===== config.mk =====
export PLATFORM = sky130hd
export DESIGN_NAME = rst_sequencer
export DESIGN_NICKNAME = d
export VERILOG_FILES = /design/src/rtl/rst_sequencer.sv
export SDC_FILE = /design/constraint.sdc
export NUM_CORES = 1
export LEC_CHECK = 0
export CORE_ASPECT_RATIO = 0.9
export CORE_MARGIN = 5
export CORE_UTILIZATION = 38
export CTS_BUF_LIST = sky130_fd_sc_hd__clkbuf_8
export DETAILED_ROUTE_END_ITERATION = 10
export PLACE_DENSITY_LB_ADDON = 0.25
export SYNTH_ARGS = -nofsm -noshare
export SYNTH_HDL_FRONTEND = slang
export SYNTH_SLANG_ARGS = --single-unit
export TNS_END_PERCENT = 5

===== constraint.sdc =====
create_clock -name clk -period 2.3 [get_ports clk]
set_input_delay 0.23 -clock clk [delete_from_list [all_inputs] [get_ports clk]]
set_output_delay 0.23 -clock clk [all_outputs]
set_load 0.05 [all_outputs]

===== src/rtl/rst_sequencer.sv =====
// Reset sequencer: drives the low-active per-module reset vector, holding targeted resets for a
// fixed stretch and then releasing them one at a time, lowest index first.
`timescale 1ns/1ps

`ifndef BUS_ACC_WIDTH
`define BUS_ACC_WIDTH 2
`endif
`ifndef BUS_ACC_1B
`define BUS_ACC_1B 2'd0
`endif

module rst_sequencer #(
    parameter int unsigned RST_WIDTH   = 4,
    parameter int unsigned HOLD_CYCLES = 16,
    parameter int unsigned GAP_CYCLES  = 4,
    parameter int unsigned VA_WIDTH    = 2,
    parameter int unsigned BUS_WIDTH   = 32
) (
    input  logic                      clk,
    input  logic                      rst,
    input  logic                      wdt_req,
    output logic [RST_WIDTH-1:0]      rst_ob,
    output logic                      busy,
    input  logic [VA_WIDTH-1:0]       addr,
    input  logic                      w_rb,
    input  logic [`BUS_ACC_WIDTH-1:0] acc,
    output logic [BUS_WIDTH-1:0]      rdata,
    input  logic [BUS_WIDTH-1:0]      wdata,
    input  logic                      req,
    output logic                      resp,
    output logic                      fault
);

    localparam int unsigned CntMax = (HOLD_CYCLES > GAP_CYCLES) ? HOLD_CYCLES : GAP_CYCLES;
    localparam int unsigned CntW   = (CntMax > 1) ? $clog2(CntMax) : 1;

    localparam logic [CntW-1:0]     HoldLoad   = CntW'(HOLD_CYCLES - 1);
    localparam logic [CntW-1:0]     GapLoad    = CntW'(GAP_CYCLES - 1);
    localparam logic [VA_WIDTH-1:0] AddrCtrl   = VA_WIDTH'(0);
    localparam logic [VA_WIDTH-1:0] AddrCause  = VA_WIDTH'(1);
    localparam logic [VA_WIDTH-1:0] AddrStatus = VA_WIDTH'(2);

    typedef enum logic [1:0] {StIdle, StHold, StRelease} state_e;

    state_e               state_q, state_d;
    logic [RST_WIDTH-1:0] tgt_q, tgt_d;
    logic [CntW-1:0]      cnt_q, cnt_d;
    logic [2:0]           cause_q, cause_d;
    logic                 resp_q, resp_d;
    logic [BUS_WIDTH-1:0] rdata_q, rdata_d;

    logic                 is_ctrl, is_cause, is_status;
    logic                 bad_acc, bad_addr, bad_dir, bad_ctrl, invld;
    logic                 acc_ok, ctrl_we, cause_we;
    logic [RST_WIDTH-1:0] req_mask;
    logic [BUS_WIDTH-1:0] rd_val;

    // Bus decode and validity
    always_comb begin
        is_ctrl   = (addr == AddrCtrl);
        is_cause  = (addr == AddrCause);
        is_status = (addr == AddrStatus);
        bad_acc   = (acc != `BUS_ACC_1B);
        bad_addr  = ~(is_ctrl | is_cause | is_status);
        bad_dir   = (is_status & w_rb) | (is_ctrl & ~w_rb);
        bad_ctrl  = is_ctrl & w_rb & ((wdata > BUS_WIDTH'(RST_WIDTH)) | busy);
        invld     = bad_acc | bad_addr | bad_dir | bad_ctrl;
        acc_ok    = req & ~invld;
        ctrl_we   = acc_ok & w_rb & is_ctrl;
        cause_we  = acc_ok & w_rb & is_cause;
        fault     = req & invld;
    end

    // CTRL value 0 targets every module, k targets module k-1 only
    always_comb begin
        req_mask = '0;
        if (wdata == '0) begin
            req_mask = '1;
        end else begin
            for (int k = 0; k < RST_WIDTH; k++) begin
                if (wdata == BUS_WIDTH'(k + 1)) begin
                    req_mask[k] = 1'b1;
                end
            end
        end
    end

    always_comb begin
        rd_val = '0;
        if (is_cause) begin
            rd_val[2:0] = cause_q;
        end else if (is_status) begin
            rd_val[0] = busy;
        end
        rdata_d = (acc_ok & ~w_rb) ? rd_val : '0;
        resp_d  = acc_ok;
    end

    // Hardware sets take priority over a same-cycle write-1-clear
    always_comb begin
        cause_d = cause_q;
        if (cause_we) begin
            cause_d = cause_q & ~wdata[2:0];
        end
        cause_d[0] = cause_d[0] | ctrl_we;
        cause_d[1] = cause_d[1] | wdt_req;
    end

    // State register
    always_ff @(posedge clk) begin
        if (rst) begin
            state_q <= StHold;
            tgt_q   <= '1;
            cnt_q   <= HoldLoad;
        end else begin
            state_q <= state_d;
            tgt_q   <= tgt_d;
            cnt_q   <= cnt_d;
        end
    end

    always_ff @(posedge clk) begin
        if (rst) begin
            cause_q <= 3'b100;
            resp_q  <= 1'b0;
            rdata_q <= '0;
        end else begin
            cause_q <= cause_d;
            resp_q  <= resp_d;
            rdata_q <= rdata_d;
        end
    end

    // Next-state logic
    always_comb begin
        state_d = state_q;
        tgt_d   = tgt_q;
        cnt_d   = cnt_q;
        unique case (state_q)
            StIdle: begin
            end
            StHold, StRelease: begin
                if (cnt_q == '0) begin
                    // Clear the lowest set bit of the target mask
                    tgt_d   = tgt_q & (tgt_q - RST_WIDTH'(1));
                    cnt_d   = GapLoad;
                    state_d = (tgt_d == '0) ? StIdle : StRelease;
                end else begin
                    cnt_d = cnt_q - CntW'(1);
                end
            end
            default: begin
                state_d = StIdle;
                tgt_d   = '0;
                cnt_d   = '0;
            end
        endcase
        if (wdt_req) begin
            state_d = StHold;
            tgt_d   = '1;
            cnt_d   = HoldLoad;
        end else if (ctrl_we) begin
            state_d = StHold;
            tgt_d   = req_mask;
            cnt_d   = HoldLoad;
        end
    end

    // Outputs
    always_comb begin
        busy   = (state_q != StIdle);
        rst_ob = (state_q == StIdle) ? '1 : ~tgt_q;
        resp   = resp_q;
        rdata  = rdata_q;
    end

endmodule


==> reports/summary.md <==
- finished, final reports clean — outcome
- 334 µV — worst vdd ir
- sky130_fd_sc_hd__buf_4 — most frequent cell after synthesis
- tgt_q[1]$_SDFFE_PP1P_ — endpoint of the lowest-slack register-to-register path
- 2640 µm — DPL Wire Length
- inv_1 -> ha_1 -> nor4b_2 -> nand4_2 -> nor3_1 -> o21ai_0 -> buf_4 — cells traversed along the worst timing path
- 0 — number of enable flip-flop cells after synthesis
- reg2out — WS Path Type
- 0.883 — last weighted congestion value of the routability-driven placer
- 2070 ps — Req. time, crit path
- 0% — FFs w/ async S/R, synth
- sky130_fd_sc_hd__dfxtp_1 (26%), sky130_fd_sc_hd__buf_4 (17%), sky130_fd_sc_hd__nor4_4 (5.0%) — largest cells by area after synthesis
- 0 — Synth warnings
- 2 — number of buffer and inverter instances along the worst setup path
- 249 — number of nets in the final layout
- 4 — Crit Path Max Fanout
- 0 — Antenna Nets Post-Route
- 26.5% — Synth top area share
- 83.3% — portion of the clock cycle consumed by the worst path in the final layout
- 65.2 µm — Die Span Y
- sky130_fd_sc_hd__buf_4 (29), sky130_fd_sc_hd__dfxtp_1 (17), sky130_fd_sc_hd__nand2_1 (13) — most frequent cells after synthesis
- 37.1% — post-synthesis to final-layout area growth
- 320 ps — biggest cell delay along the critical path
- simple AND/OR/NAND/NOR gates — category of cells accounting for the largest share of critical-path delay
- 1680 ps — Critical Path AT
- 522 MHz — FMAX
- 14.1% — proportion of layout cells with a drive suffix above 1
- 3030 µm — WL final
- reg2reg — path class of the lowest-slack min-delay path
- 0 — max capacitance violation total
- 71.3 µm — overall die width
- 0.00333 mm² — Placeable Area
- primary output — endpoint class of the critical path
- 426 mW/mm² — pwr dens
- 66.7% — worst-case headroom to the max-slew limit
- 499 ps — Tightest Pin Transition
- 0 — initial antenna violation count
- 0 — final setup fails
- 12.9% — all-layer global routing usage
- 0 — Residual DRC
- 4980 µm — wire length of the first global-routing pass
- 0 ps — Fin Setup TNS
- 1910 ps — time the final worst path needs with I/O delays and setup
- 60 ps — clock-pin transition on the worst setup and hold timing paths
- 2.21 ps — Layout Skew
- sky130_fd_sc_hd__clkbuf_8 — Clock Tree Root
- state_q[1]$_SDFFE_PP0P_ — Crit Reg-Reg Startpoint
- 1 — number of levels in the clock H-tree
- 152 — count of mapped cells out of synthesis
- 751 µW — final total power
- 12.2 µm — detailed-route wire length per cell
- 0 — quantity of hold-fixing buffers added after cts
- 0 — max-slew violation count
- 2 — number of buffers between clock root and the deepest sink
- 17 — CTS Sinks
- sky130_fd_sc_hd__dfxtp_1 — dominant synthesized flop cell
- 7 — cell count along the critical path
- 0.00465 mm² — die area
- fault — end point of the critical path
- 13 — pin count of the biggest net entering global routing
- 0 — # diodes
- 20 — Site Rows
- 0.000729 µW — leakage power total
- 8.46 µm² — mean instance size in the synthesized netlist
- 6 — R2R cell count
- 80 — top-level I/O count
- 4.69 — vias per cell
- 250 ps — clock insertion delay at the later pin of the skew report
- 38.6% — effective utilization at floorplan
- 1169 — Vias
- 1 — worst hold stages
- yes — clock tree from TritonCTS
- 6 — number of iterations in the first detailed-routing pass
- 81 — initial detailed-routing violation count
- sky130_fd_sc_hd__dfxtp_1 — largest area contributor in the netlist
- 42 — number of library cell types mapped by synthesis
- 3 — number of buffers inserted during clock tree synthesis
- 0 — postcts setup bufs
- 0 — count of final hold-check violations
- flip-flop — CP Launch Type
- 1168 — via count of the first global-routing pass
- no — unrepaired setup endpoints after global routing
- 26.5% — Seq/Total Area, Yosys
- 50 — # port buffers
- 0.00129 mm² — combined area of all synthesized cells
- sky130_fd_sc_hd__dfxtp_1 — Slowest cell on crit path
- 326 — fill cell total of the finished layout
- 17 — #FFs+latches synth
- 0 — grt ovf
- state_q[1]$_SDFFE_PP0P_ — start point of the critical path
- 460 ps — worst reg2reg setup slack
- 0 — cts repair resizes
==> worst register-to-register path: stages, from the launching register on <==
cell                      delay (ps)
sky130_fd_sc_hd__dfxtp_1         320
sky130_fd_sc_hd__inv_1            50
sky130_fd_sc_hd__ha_1            160
sky130_fd_sc_hd__nor4b_2         220
sky130_fd_sc_hd__nand4_2         190
sky130_fd_sc_hd__nor4_4          400
sky130_fd_sc_hd__mux2_2          390
==> flip-flops by register name, summed over array words and instances, names as in the netlist <==
signal	cells
cause_q	3
state_q	2
cnt_q	4
resp	1
rdata	3
tgt_q	4
==> cells by family after synthesis <==
group                      after synthesis  synth area share (%)
buffers and inverters                   37                  19.8
muxes                                    4                  3.31
DFF                                     17                  26.5
adders and majority gates                2                  1.95
other                                    1                 0.292
and+or+nand+nor                         63                  33.4
xor gates and xnor gates                 4                  2.72
AOI/OAI and AO/OA                       24                  12.1
==> how the worst min path moves through the flow <==
| stage | end | slack, ps | startpoint |
|---|---|---|---|
| 2_1_floorplan | rdata[0]$_SDFF_PP0_ | 310 | w_rb |
| 3_3_place_gp | cause_q[2]$_SDFFE_PP1N_ | 430 | cause_q[2]$_SDFFE_PP1N_ |
| 3_5_place_dp | rdata[2]$_SDFF_PP0_ | 450 | cause_q[2]$_SDFFE_PP1N_ |
| 4_1_cts | rdata[2]$_SDFF_PP0_ | 480 | cause_q[2]$_SDFFE_PP1N_ |
| 5_1_grt | rdata[1]$_SDFF_PP0_ | 480 | cause_q[1]$_SDFF_PP0_ |
| 6_report | rdata[1]$_SDFF_PP0_ | 470 | cause_q[1]$_SDFF_PP0_ |
==> through the flow <==
stage                     hold slack (ps)  worst slack [ps]  util, %  std cells  area, µm²
after floorplan                       309              88.2        -        180       1390
after global placement                427               253     51.6        245       1720
after detailed placement              454               193     51.6        245       1720
after CTS                             475               351     53.0        249       1760
after global routing                  485               243     53.0        249       1760
final                                 468               385     53.0        249       1760
==> metal layers <==
metal,vias to the layer above,share of wire [%],track usage [%]
li1,580,-,-
met1,531,39,14.6
met2,58,51,24.4
met3,0,9.6,4.13
met4,0,0,1.17
met5,-,0,0
==> cell type report <==
type	instances	area (µm²)	share of cell area [%]
Sequential cell	17	340	19.3
Multi-Input combinational cell	126	796	45.1
Tap cell	44	55.1	3.12
Timing Repair Buffer	53	508	28.8
Clock inverter	1	3.75	0.213
Inverter	5	18.8	1.06
Clock buffer	3	41.3	2.34
==> cell usage in the layout (no fill, tap or decap), drive strengths merged, types with 2 or more instances in the layout <==
cell type,n
clkbuf,3
ha,2
conb,29
nand2b,2
mux2,2
nor2,11
xor2,3
nor3b,4
buf,9
o21ai,9
dfxtp,17
nor3,5
nor4b,2
a21oi,8
nand4,4
inv,6
a21o,2
mux2i,2
clkdlybuf4s50,44
and2,2
nand2,13
nor4,9
nand3,6
==> power by group <==
group / total (µW) / leakage, µW / internal (µW) / switching [µW]
registers: 300 / 0.000138 / 298 / 2.23
logic: 238 / 0.000564 / 80.5 / 157
clock network: 213 / 0.0000269 / 118 / 94.7
total: 751 / 0.000729 / 497 / 254
No activity file was read; power rests on OpenSTA's default activity.
